$ cat config.mk
export PLATFORM = sky130hd
export DESIGN_NAME = console_uart_tx
export DESIGN_NICKNAME = d
export VERILOG_FILES = /design/src/rtl/console_uart_tx.sv
export SDC_FILE = /design/constraint.sdc
export NUM_CORES = 1
export LEC_CHECK = 0
export BUFFER_PORTS_ARGS = -buffer_cell sky130_fd_sc_hd__buf_2
export CAP_MARGIN = 20
export CORE_ASPECT_RATIO = 1.5
export CORE_MARGIN = 2
export CORE_UTILIZATION = 55
export CTS_CLUSTER_SIZE = 28
export DETAILED_ROUTE_END_ITERATION = 16
export PLACE_DENSITY = 0.72
export SYNTH_ARGS = -nofsm -noshare
export SYNTH_HDL_FRONTEND = slang
export SYNTH_SLANG_ARGS = --single-unit
$ cat constraint.sdc
create_clock -name CLK -period 5.64 [get_ports CLK]
set_clock_uncertainty 0.1 [all_clocks]
set_input_delay 0.564 -clock CLK [delete_from_list [all_inputs] [get_ports CLK]]
set_output_delay 0.564 -clock CLK [all_outputs]
set_load 0.005 [all_outputs]
$ cat src/rtl/console_uart_tx.sv
// Buffered console UART transmitter: a power-of-2 byte FIFO feeding an 8N1 serialiser.
// Define CONSOLE_UART_PARITY_EN to add an even-parity bit, giving 8E1 frames.
module console_uart_tx #(
  parameter int unsigned CLKS_PER_BIT = 868,
  parameter int unsigned FIFO_DEPTH   = 16
) (
  input  logic                          CLK,
  input  logic                          RESETN,
  input  logic [7:0]                    CONSOLE_OUT,
  input  logic                          CONSOLE_OUT_valid,
  output logic                          CONSOLE_OUT_ready,
  output logic                          TX,
  output logic                          TX_BUSY,
  output logic [$clog2(FIFO_DEPTH):0]   FIFO_COUNT
);

  localparam int unsigned PW = $clog2(FIFO_DEPTH);
  localparam int unsigned CW = PW + 1;
  localparam int unsigned TW = (CLKS_PER_BIT > 1) ? $clog2(CLKS_PER_BIT) : 1;
  localparam logic [TW-1:0] TimerLoad = TW'(CLKS_PER_BIT - 1);

`ifdef CONSOLE_UART_PARITY_EN
  typedef enum logic [2:0] {StIdle, StStart, StData, StParity, StStop} state_e;
`else
  typedef enum logic [1:0] {StIdle, StStart, StData, StStop} state_e;
`endif

  logic [7:0]    mem_q [FIFO_DEPTH];
  logic [PW-1:0] wr_ptr_q, rd_ptr_q;
  logic [CW-1:0] count_q;
  state_e        state_q;
  logic [TW-1:0] timer_q;
  logic [2:0]    bit_idx_q;
  logic [7:0]    shift_q;
  logic          tx_q;
`ifdef CONSOLE_UART_PARITY_EN
  logic          parity_q;
`endif

  logic push, pop, bit_done, fifo_nonempty;

  assign fifo_nonempty = (count_q != '0);
  assign bit_done      = (timer_q == '0);
  assign push          = CONSOLE_OUT_valid && CONSOLE_OUT_ready;
  // Pop only when the shifter is free: idle, or on the last cycle of a stop bit.
  assign pop           = fifo_nonempty &&
                         ((state_q == StIdle) || ((state_q == StStop) && bit_done));

  assign CONSOLE_OUT_ready = (count_q != CW'(FIFO_DEPTH));
  assign TX_BUSY           = (state_q != StIdle) || fifo_nonempty;
  assign FIFO_COUNT        = count_q;
  assign TX                = tx_q;

  always_ff @(posedge CLK) begin
    if (push) mem_q[wr_ptr_q] <= CONSOLE_OUT;
  end

  always_ff @(posedge CLK or negedge RESETN) begin
    if (!RESETN) begin
      wr_ptr_q <= '0;
      rd_ptr_q <= '0;
      count_q  <= '0;
    end else begin
      if (push) wr_ptr_q <= wr_ptr_q + PW'(1);
      if (pop)  rd_ptr_q <= rd_ptr_q + PW'(1);
      count_q <= count_q + CW'(push) - CW'(pop);
    end
  end

  always_ff @(posedge CLK or negedge RESETN) begin
    if (!RESETN) begin
      state_q   <= StIdle;
      timer_q   <= '0;
      bit_idx_q <= '0;
      shift_q   <= '0;
      tx_q      <= 1'b1;
`ifdef CONSOLE_UART_PARITY_EN
      parity_q  <= 1'b0;
`endif
    end else if (pop) begin
      shift_q   <= mem_q[rd_ptr_q];
      timer_q   <= TimerLoad;
      state_q   <= StStart;
      tx_q      <= 1'b0;
`ifdef CONSOLE_UART_PARITY_EN
      parity_q  <= ^mem_q[rd_ptr_q];
`endif
    end else begin
      case (state_q)
        StIdle: tx_q <= 1'b1;
        StStart: begin
          if (bit_done) begin
            state_q   <= StData;
            timer_q   <= TimerLoad;
            bit_idx_q <= '0;
            tx_q      <= shift_q[0];
          end else begin
            timer_q <= timer_q - TW'(1);
          end
        end
        StData: begin
          if (bit_done) begin
            timer_q <= TimerLoad;
            if (bit_idx_q == 3'd7) begin
`ifdef CONSOLE_UART_PARITY_EN
              state_q <= StParity;
              tx_q    <= parity_q;
`else
              state_q <= StStop;
              tx_q    <= 1'b1;
`endif
            end else begin
              bit_idx_q <= bit_idx_q + 3'd1;
              shift_q   <= shift_q >> 1;
              tx_q      <= shift_q[1];
            end
          end else begin
            timer_q <= timer_q - TW'(1);
          end
        end
`ifdef CONSOLE_UART_PARITY_EN
        StParity: begin
          if (bit_done) begin
            state_q <= StStop;
            timer_q <= TimerLoad;
            tx_q    <= 1'b1;
          end else begin
            timer_q <= timer_q - TW'(1);
          end
        end
`endif
        StStop: begin
          if (bit_done) begin
            state_q <= StIdle;
            tx_q    <= 1'b1;
          end else begin
            timer_q <= timer_q - TW'(1);
          end
        end
        default: begin
          state_q <= StIdle;
          tx_q    <= 1'b1;
        end
      endcase
    end
  end

endmodule
==> flow_metrics.py, run 1 <==
metrics = {
    "outcome": {
        "status": "completed",
    },
    "die": {
        "core_um2": 12510,
        "start_util_pct": 56.57,
        "die_width_um": 96.63,
        "dieArea_um2": 13810,
        "fp-row-count": 50,
        "die_h_um": 142.9,
        "ios": 19,
    },
    "cts": {
        "cts_resized": 0,
        "clockRootBuffer": "clkbuf_16",
        "h-tree-depth": 4,
        "cts-buffers-inserted": 17,
        "cts_max_path_buffers": 2,
        "hold_buffers": 0,
        "cts.sinks": 165,
        "clkLatencyLatePin_ps": 410,
        "cts_setup_buffers": 0,
        "clkTransAtPathRegs_ps": 60,
        "cts_tree": "built",
    },
    "finish": {
        "diodes": 0,
        "area_growth_pct": 12.46,
        "layout-drive-gt1-share_pct": 20.76,
        "nets": 491,
    },
    "timing": {
        "tns_ps": 0,
        "report.final.hold_viol_count": 0,
        "slew_viol_final": 0,
        "rsz0062_at_grt": "no",
        "timing.final.crit_share_pct": 56.52,
        "period_minus_slack_ps": 3187,
        "slew-limit-headroom_pct": 42.61,
        "setup_viol": 0,
        "tightest_slew_ps": 860.9,
        "timing.fmax_mhz": 313.7,
    },
    "setup_path": {
        "critPathTopFamily": "simple AND/OR/NAND/NOR gates",
        "cp_slowest_cell": "nor4_4",
        "worst_path_largest_cell_delay_ps": 480,
        "path_max_fanout": 26,
        "cp.arrival_ps": 3390,
        "critPathBufInv": 3,
        "cp_common_cell": "inv_1",
        "rr_endpoint": "FIFO_COUNT[4]$_DFF_PN0_",
        "ff2ff_setup_slack_ps": 2450,
        "path_class": "reg2reg",
        "rr_startpoint": "timer_q[2]$_DFFE_PN0P_",
        "startpoint_type": "register",
        "endpoint_kind": "register",
        "path_cells": "nor4_4 -> a41oi_2 -> nor2_4 -> ha_1 -> inv_1 -> ha_1 -> inv_1 -> fa_1 -> inv_1 -> a21oi_1 -> nor2_1 -> nor2_1 -> xnor2_1",
        "required_ps": 5840,
        "worstRegToRegCells": 13,
    },
    "power": {
        "power.share.clock_pct": 39.7,
        "pwr-share-seq_pct": 48.6,
        "powerDensity_nw_per_um2": 392.3,
        "power.switching_uw": 740.7,
        "power.share.switching_pct": 23.72,
        "power_mw": 3.123,
        "peakVddDrop_v": 0.0002950,
        "leakagePower_nw": 2.898,
        "combPwrFrac_pct": 11.7,
        "p_int_mw": 2.382,
    },
    "synth": {
        "synth_nets": 467,
        "yosysSeqAreaShare_pct": 67.40,
        "yosys-top-cells-area": "edfxtp_1 (54%), dfrtp_1 (13%), mux4_2 (10%), ha_1 (3.5%), mux2i_1 (1.7%)",
        "synth_common_cells": "edfxtp_1 (128), dfrtp_1 (36), mux4_2 (32), nand2_1 (27), inv_1 (23)",
        "syn_inst": 435,
        "ys_types": 49,
        "synth_ff_type": "edfxtp_1",
        "yosysTopAreaCellShare_pct": 54.30,
        "synth_area_um2": 7078,
        "ys.warnings.count": 0,
        "synth_most_common_cell": "edfxtp_1",
        "ys_seq_elements": 165,
        "synth_edf_count": 128,
        "syn_area_per_cell_um2": 16.27,
        "yosysTopAreaCell": "edfxtp_1",
        "synthArstFlopShare_pct": 22.42,
    },
    "detailed_routing": {
        "viasPerCell": 6.054,
        "postRouteWirelength_mm": 13.60,
        "route.vias.total": 3802,
        "first_iter_violations": 317,
        "dr.pass1.iters": 4,
        "ant_nets": 0,
        "post-route-drc-count": 0,
        "routedWlPerCell_um": 21.66,
    },
    "grt": {
        "grtUsageTotal_pct": 21.06,
        "grt_pass1_wl_mm": 21.62,
        "grt_max_degree": 38,
        "antenna_found_initial": 0,
        "overflow": 0,
        "grt_pass1_vias": 3906,
    },
    "hold_path": {
        "hp-class": "in2async",
    },
    "placed_design": {
        "hpwl_mm": 8.765,
        "numPortBuffers": 18,
        "place_congestion": 0.8312,
    },
    "run": {
        "cap_violations": 0,
    },
}
==> cell usage in the layout (no fill, tap or decap), drive strengths merged, types with 12 or more instances in the layout <==
cell type / netlist / layout
ha: 20 / 20
nand2: 28 / 28
mux2i: 12 / 12
mux4: 32 / 32
nor2: 20 / 20
a22oi: 12 / 12
buf: 10 / 24
o21ai: 16 / 16
inv: 23 / 23
edfxtp: 128 / 128
dfrtp: 36 / 36
clkbuf: 9 / 20
==> power by group through the flow <==
stage / Combinational (mW) / Sequential, mW / Clock (mW)
global route: 0.402 / 1.53 / 1.31
CTS: 0.372 / 1.52 / 1.26
detailed placement: 0.364 / 1.54 / 0
global placement: 0.351 / 1.53 / 0
finish: 0.365 / 1.52 / 1.24
floorplan: 0.253 / 1.51 / 0
==> per-stage QoR <==
stage	hold WS [ps]	cells	worst slack [ps]	util, %	cell area [um2]
floorplan	168.4	435	2800	-	7078
detailed placement	431.7	596	2452	58.50	7320
CTS	186.0	628	2439	63.62	7960
global placement	410.6	596	2508	58.50	7320
finish	158.4	628	2453	63.62	7960
global route	213.4	628	2149	63.62	7960
==> registers in the layout, summed over array words and instances, names as in the netlist <==
register,count
timer_q,10
rd_ptr_q,4
shift_q,8
wr_ptr_q,4
FIFO_COUNT,5
state_q,2
mem_q,128
bit_idx_q,3
TX,1
==> how the worst max path moves through the flow <==
| stage | from | to | slack, ps | cells after the start |
|---|---|---|---|---|
| 2_1_floorplan | timer_q[2]$_DFFE_PN0P_ | FIFO_COUNT[4]$_DFF_PN0_ | 2800 | 14 |
| 3_3_place_gp | timer_q[2]$_DFFE_PN0P_ | FIFO_COUNT[4]$_DFF_PN0_ | 2510 | 13 |
| 3_5_place_dp | timer_q[2]$_DFFE_PN0P_ | FIFO_COUNT[4]$_DFF_PN0_ | 2450 | 13 |
| 4_1_cts | timer_q[2]$_DFFE_PN0P_ | FIFO_COUNT[4]$_DFF_PN0_ | 2440 | 13 |
| 5_1_grt | timer_q[2]$_DFFE_PN0P_ | FIFO_COUNT[4]$_DFF_PN0_ | 2150 | 13 |
| 6_report | timer_q[2]$_DFFE_PN0P_ | FIFO_COUNT[4]$_DFF_PN0_ | 2450 | 13 |
==> metal layers <==
layer	vias to the layer above	track usage, %	routed length (um)
li1	1710	-	-
met1	1946	24.60	5082
met2	125	38.45	7589
met3	21	4.209	671
met4	0	7.932	257
met5	-	0	0
==> logic make-up after synthesis <==
family,after synthesis,share of synthesized area (%)
mux,49,12.73
flops,165,67.40
simple gates,94,7.195
compound gates,53,5.003
buf+inv,42,2.492
xor+xnor,11,1.361
fa+ha+maj,21,3.818
==> cell type report <==
cell class	instances	area, um2
multi-input combinational	228	2131
fill	877	4552
clock inverter	12	203.9
inverter	23	86.33
clock buffer	20	436.7
sequential	165	4772
timing repair buffer	24	135.1
tap	156	195.2
(Power assumes the default switching activity.)
==> inputs of run 2 (changes only) <==
==> constraint.sdc (replaced) <==
create_clock -name CLK -period 3.1 [get_ports CLK]
set_clock_uncertainty 0.1 [all_clocks]
set_input_delay 0.31 -clock CLK [delete_from_list [all_inputs] [get_ports CLK]]
set_output_delay 0.31 -clock CLK [all_outputs]
set_load 0.005 [all_outputs]
==> run 2 against run 1 <==
Final cell count up 1.3%. Global-route usage up 0.26 points. Wire length up 1.2%. Critical path type unchanged. Worst hold slack better by 22 ps. Non-clock buffer count up 8. Core utilization down 0.18 points. Via count down 0.92%. Die area unchanged. Final area down 0.28%.
==> flow_metrics.py, run 2 (synthesis results as in run 1) <==
metrics = {
    "outcome": {
        "status": "completed",
    },
    "grt": {
        "overflow": 0,
        "grt_max_degree": 38,
        "grt_pass1_vias": 3992,
        "grtUsageTotal_pct": 21.32,
        "grt_pass1_wl_mm": 21.94,
        "antenna_found_initial": 0,
    },
    "timing": {
        "period_minus_slack_ps": 2825,
        "hold_slack_ps": 180.0,
        "timing.final.crit_share_pct": 91.14,
        "setup_viol": 0,
        "slew_viol_final": 0,
        "tightest_slew_ps": 851.6,
        "rsz0062_at_grt": "no",
        "report.final.hold_viol_count": 0,
        "layout_setup_ws_ps": 274.6,
        "tns_ps": 0,
        "timing.fmax_mhz": 353.9,
        "slew-limit-headroom_pct": 43.23,
    },
    "setup_path": {
        "path_class": "reg2reg",
        "endpoint_kind": "register",
        "path_max_fanout": 7,
        "required_ps": 3300,
        "cp.arrival_ps": 3030,
        "startpoint_type": "register",
    },
    "finish": {
        "fin_area_um2": 7938,
        "largest_reg_flops": 128,
        "area_growth_pct": 12.14,
        "regMostFlops": "mem_q",
        "final_cell_mix": "edfxtp_1 (128), dfrtp_1 (35), mux4_2 (32), nand2_1 (27), inv_1 (23)",
        "layout-drive-gt1-share_pct": 21.88,
        "finish.utilization_pct": 63.44,
        "diodes": 0,
        "finalNonFillerCells": 636,
        "final_common_cell": "edfxtp_1",
        "reg_top3": "mem_q x128, timer_q x10, shift_q x8",
        "nets": 499,
    },
    "cts": {
        "clockRootBuffer": "clkbuf_16",
        "clkTransAtPathRegs_ps": 70,
        "cts.sinks": 165,
        "cts_max_path_buffers": 2,
        "h-tree-depth": 4,
        "cts_tree": "built",
        "cts-buffers-inserted": 17,
        "clkLatencyLatePin_ps": 420,
    },
    "detailed_routing": {
        "postRouteWirelength_mm": 13.77,
        "dr.pass1.iters": 4,
        "ant_nets": 0,
        "route.vias.total": 3767,
        "viasPerCell": 5.923,
        "first_iter_violations": 331,
        "routedWlPerCell_um": 21.64,
        "post-route-drc-count": 0,
    },
    "power": {
        "leakagePower_nw": 2.903,
        "peakVddDrop_v": 0.0004267,
        "power_mw": 5.393,
        "powerDensity_nw_per_um2": 679.4,
    },
    "hold_path": {
        "hp-class": "in2reg",
    },
    "run": {
        "cap_violations": 0,
    },
    "die": {
        "die_width_um": 96.63,
        "start_util_pct": 56.57,
        "die_h_um": 142.9,
        "dieArea_um2": 13810,
        "core_um2": 12510,
        "fp-row-count": 50,
        "ios": 19,
    },
    "placed_design": {
        "dp_slack_ps": 312.3,
        "numPortBuffers": 18,
        "place_area_um2": 7372,
        "place_congestion": 0.8576,
        "hpwl_mm": 9.141,
        "place_inst": 603,
    },
}
run 2: cell count changes in the layout (fill, tap and decap cells not counted), moves of 2 or more:
cell,previous run,this run
clkinv_4,3,1
buf_4,6,13
bufinv_16,5,1
inv_6,0,5
run 2: final timing paths:
path                            slack (ps)                      end  cells after the start               startpoint
worst min-delay path                   180   mem_q[10][1]$_DFFE_PP_                      1           CONSOLE_OUT[1]
worst max register to register         270  FIFO_COUNT[4]$_DFF_PN0_                     15  FIFO_COUNT[2]$_DFF_PN0_
max in group asynchronous             1880  rd_ptr_q[0]$_DFFE_PN0N_                      2                   RESETN
worst min register to register         380  rd_ptr_q[0]$_DFFE_PN0N_                      1  rd_ptr_q[0]$_DFFE_PN0N_
min in group asynchronous              430  FIFO_COUNT[3]$_DFF_PN0_                      2                   RESETN
worst max-delay path                   270  FIFO_COUNT[4]$_DFF_PN0_                     15  FIFO_COUNT[2]$_DFF_PN0_
run 2: critical path: stages (launching register included):
cell and delay, ps:
dfrtp_1 380, inv_1 80, ha_1 210, nand3_1 110, and2_1 260, inv_1 160, ha_1 310, inv_1 50
ha_1 160, inv_1 60, fa_1 400, inv_1 80, a21oi_1 60, nor2_1 110, nor2_1 60, xnor2_1 110
run 2: repair_timing:
item / in CTS / in global routing
hold buffers: 1 / 0
gates resized for setup: 0 / 0
buffers inserted: 0 / 0
hold endpoints to repair: 36 / 0
run 2: layer usage:
layer  global-route usage [%]  part of all wire, %  routed length (um)  up-vias
li1                         -                    -                   -     1724
met1                    24.72                   38                5227     1942
met2                    39.25                   57                7815       79
met3                    3.867                  2.8                 388       22
met4                    8.377                  2.4                 333        0
met5                        0                    0                   0        -
run 2: cell type report:
class,instances,area (um2)
inverters,23,86.33
clock buffers,19,432.9
repair buffers,32,197.7
clock inverters,13,122.6
fillers,884,4574
multi-input cells,228,2131
flip-flops and latches,165,4772
well taps,156,195.2
run 2: power by group:
part	switching (mW)	total (mW)	internal (mW)
clock network	0.862	1.98	1.12
registers	0.130	2.75	2.62
logic	0.378	0.659	0.281
total	1.37	5.39	4.02
==> inputs of run 3 (changes only) <==
--- a/config.mk
+++ b/config.mk
@@ -5,14 +5,16 @@
 export SDC_FILE = /design/constraint.sdc
 export NUM_CORES = 1
 export LEC_CHECK = 0
+export ABC_CLOCK_PERIOD_IN_PS = 3100
 export BUFFER_PORTS_ARGS = -buffer_cell sky130_fd_sc_hd__buf_2
 export CAP_MARGIN = 20
 export CORE_ASPECT_RATIO = 1.5
 export CORE_MARGIN = 2
-export CORE_UTILIZATION = 55
+export CORE_UTILIZATION = 60
 export CTS_CLUSTER_SIZE = 28
 export DETAILED_ROUTE_END_ITERATION = 16
-export PLACE_DENSITY = 0.72
+export PLACE_DENSITY = 0.77
+export SETUP_SLACK_MARGIN = 0.15
 export SYNTH_ARGS = -nofsm -noshare
 export SYNTH_HDL_FRONTEND = slang
 export SYNTH_SLANG_ARGS = --single-unit
==> run 3 against run 2 <==
First-iteration DRC count is 0.91% lower. Combinational power is 0.8% higher. Die area fell by 8.1%. Worst hold slack got worse by 12 ps. Fmax up 2.3%. Global-route usage up 1.4 points. Total power grew 2.9%. Via count up 1.5%. Critical path depth shrank 1. Critical path type unchanged. Final area up 0.61%. Flip-flop and latch count is the same. Sequential share of layout area decreased by 0.37 points.
==> flow_metrics.py, run 3 (synthesis results as in run 1) <==
metrics = {
    "grt": {
        "grt_pass1_vias": 3932,
        "grtUsageTotal_pct": 22.68,
        "overflow": 0,
        "antenna_found_initial": 0,
        "grt_pass1_wl_mm": 20.96,
        "grt_max_degree": 38,
    },
    "finish": {
        "nets": 498,
        "final_common_cell": "edfxtp_1",
        "nFillCells": 761,
        "regArea_um2": 4772,
        "multi_input_area_um2": 2132,
        "area_growth_pct": 12.83,
        "regMostFlops": "mem_q",
        "final_cell_mix": "edfxtp_1 (128), dfrtp_1 (35), mux4_2 (32), nand2_1 (27), inv_1 (22)",
        "layout-drive-gt1-share_pct": 22.76,
        "fin_area_um2": 7986,
        "diodes": 0,
        "reg_top3": "mem_q x128, timer_q x10, shift_q x8",
        "largest_reg_flops": 128,
    },
    "detailed_routing": {
        "ant_nets": 0,
        "route.vias.total": 3822,
        "post-route-drc-count": 0,
        "dr.pass1.iters": 4,
        "routedWlPerCell_um": 21.16,
        "viasPerCell": 6.076,
        "first_iter_violations": 328,
        "postRouteWirelength_mm": 13.31,
    },
    "placed_design": {
        "hpwl_mm": 8.723,
        "place_congestion": 0.7981,
        "place_area_um2": 7370,
        "numPortBuffers": 18,
    },
    "setup_path": {
        "worst_path_largest_cell_delay_ps": 420,
        "startpoint_type": "register",
        "path_cells": "inv_1 -> ha_1 -> nor4b_4 -> nor2_4 -> ha_1 -> inv_1 -> ha_1 -> inv_1 -> fa_1 -> inv_1 -> a21oi_1 -> nor2_1 -> nor2_1 -> xnor2_1",
        "cp_slowest_cell": "nor4b_4",
        "endpoint_kind": "register",
        "path_max_fanout": 5,
        "worstRegToRegCells": 14,
        "cp_common_cell": "inv_1",
        "cp.arrival_ps": 2970,
        "required_ps": 3310,
        "path_class": "reg2reg",
    },
    "die": {
        "ios": 19,
        "die_width_um": 92.68,
        "die_h_um": 137.0,
        "start_util_pct": 61.38,
        "core_um2": 11530,
        "fp-row-count": 48,
        "dieArea_um2": 12700,
    },
    "timing": {
        "timing.fmax_mhz": 362.0,
        "rsz0062_at_grt": "no",
        "timing.final.crit_share_pct": 89.10,
        "tns_ps": 0,
        "report.final.hold_viol_count": 0,
        "slew_viol_final": 0,
        "slew-limit-headroom_pct": 42.68,
        "period_minus_slack_ps": 2762,
        "tightest_slew_ps": 859.8,
        "setup_viol": 0,
    },
    "cts": {
        "clkLatencyLatePin_ps": 420,
        "h-tree-depth": 4,
        "cts_setup_buffers": 0,
        "cts-buffers-inserted": 17,
        "clockRootBuffer": "clkbuf_16",
        "cts_tree": "built",
        "clkTransAtPathRegs_ps": 70,
        "cts_max_path_buffers": 2,
        "cts.sinks": 165,
    },
    "power": {
        "peakVddDrop_v": 0.0005088,
        "powerDensity_nw_per_um2": 694.9,
        "leakagePower_nw": 2.936,
    },
    "outcome": {
        "status": "completed",
    },
    "run": {
        "cap_violations": 0,
    },
    "hold_path": {
        "hp-class": "in2reg",
        "min_path_cells": 1,
    },
}
## run 3: cell types whose count changed in the layout (fill, tap and decap cells not counted), moves of 2 or more
cell / before / now
buf_4: 13 / 11
clkbuf_1: 2 / 0
inv_8: 1 / 3
inv_6: 5 / 8
## run 3: per-stage QoR
step | setup slack [ps] | util, % | cells | hold slack [ps] | total power [mW]
floorplan | 260.5 | - | 435 | -85.59 | 3.209
global placement | 417.6 | 63.91 | 596 | 348.9 | 3.413
detailed placement | 275.1 | 63.91 | 596 | 373.0 | 3.458
CTS | 265.8 | 69.25 | 629 | 153.1 | 5.588
global route | 155.0 | 69.26 | 629 | 160.8 | 5.765
finish | 337.9 | 69.26 | 629 | 167.8 | 5.549
## run 3: where the power goes
| group | total [mW] | switching (mW) | internal (mW) | leakage (nW) |
|---|---|---|---|---|
| clock network | 2.14 | 0.911 | 1.22 | 0.296 |
| logic | 0.664 | 0.383 | 0.281 | 1.05 |
| registers | 2.75 | 0.126 | 2.62 | 1.59 |
| total | 5.55 | 1.42 | 4.13 | 2.94 |
## run 3: layer usage
| metal | global-route usage (%) | share of wire [%] | up-vias |
|---|---|---|---|
| met2 | 41.08 | 55 | 108 |
| li1 | - | - | 1726 |
| met1 | 26.77 | 39 | 1968 |
| met4 | 6.781 | 1.3 | 0 |
| met5 | 0 | 0 | - |
| met3 | 5.672 | 4.2 | 20 |
## run 3: layout make-up
| class | instances | share of cell area (%) |
|---|---|---|
| flip-flops and latches | 165 | 59.75 |
| multi-input cells | 228 | 26.70 |
| clock buffers | 17 | 5.327 |
| repair buffers | 31 | 2.538 |
| well taps | 150 | 2.350 |
| clock inverters | 15 | 2.256 |
| inverters | 23 | 1.081 |
## run 3: worst paths after layout
| path | from | to | slack (ps) |
|---|---|---|---|
| max in group asynchronous | RESETN | rd_ptr_q[0]$_DFFE_PN0N_ | 1870 |
| worst max-delay path | FIFO_COUNT[2]$_DFF_PN0_ | FIFO_COUNT[4]$_DFF_PN0_ | 340 |
| worst min-delay path | CONSOLE_OUT[2] | mem_q[2][2]$_DFFE_PP_ | 170 |
| min in group asynchronous | RESETN | timer_q[4]$_DFFE_PN0P_ | 440 |
| worst max register to register | FIFO_COUNT[2]$_DFF_PN0_ | FIFO_COUNT[4]$_DFF_PN0_ | 340 |
| worst min register to register | bit_idx_q[2]$_DFFE_PN0P_ | bit_idx_q[2]$_DFFE_PN0P_ | 430 |
## run 3: worst max-delay path, delay by kind of cell (launching register included)
| kind | cells | cell delay [ps] |
|---|---|---|
| fa+ha+maj | 4 | 1010 |
| simple gates | 4 | 660 |
| flops | 1 | 400 |
| buf+inv | 4 | 270 |
| xor+xnor | 1 | 120 |
| compound gates | 1 | 70 |
## run 3: what timing repair did
action                     4_1_cts  5_1_grt
hold endpoints to repair        36        0
setup endpoints to repair        0        1
hold buffers                     1        0
resized for setup                0        2
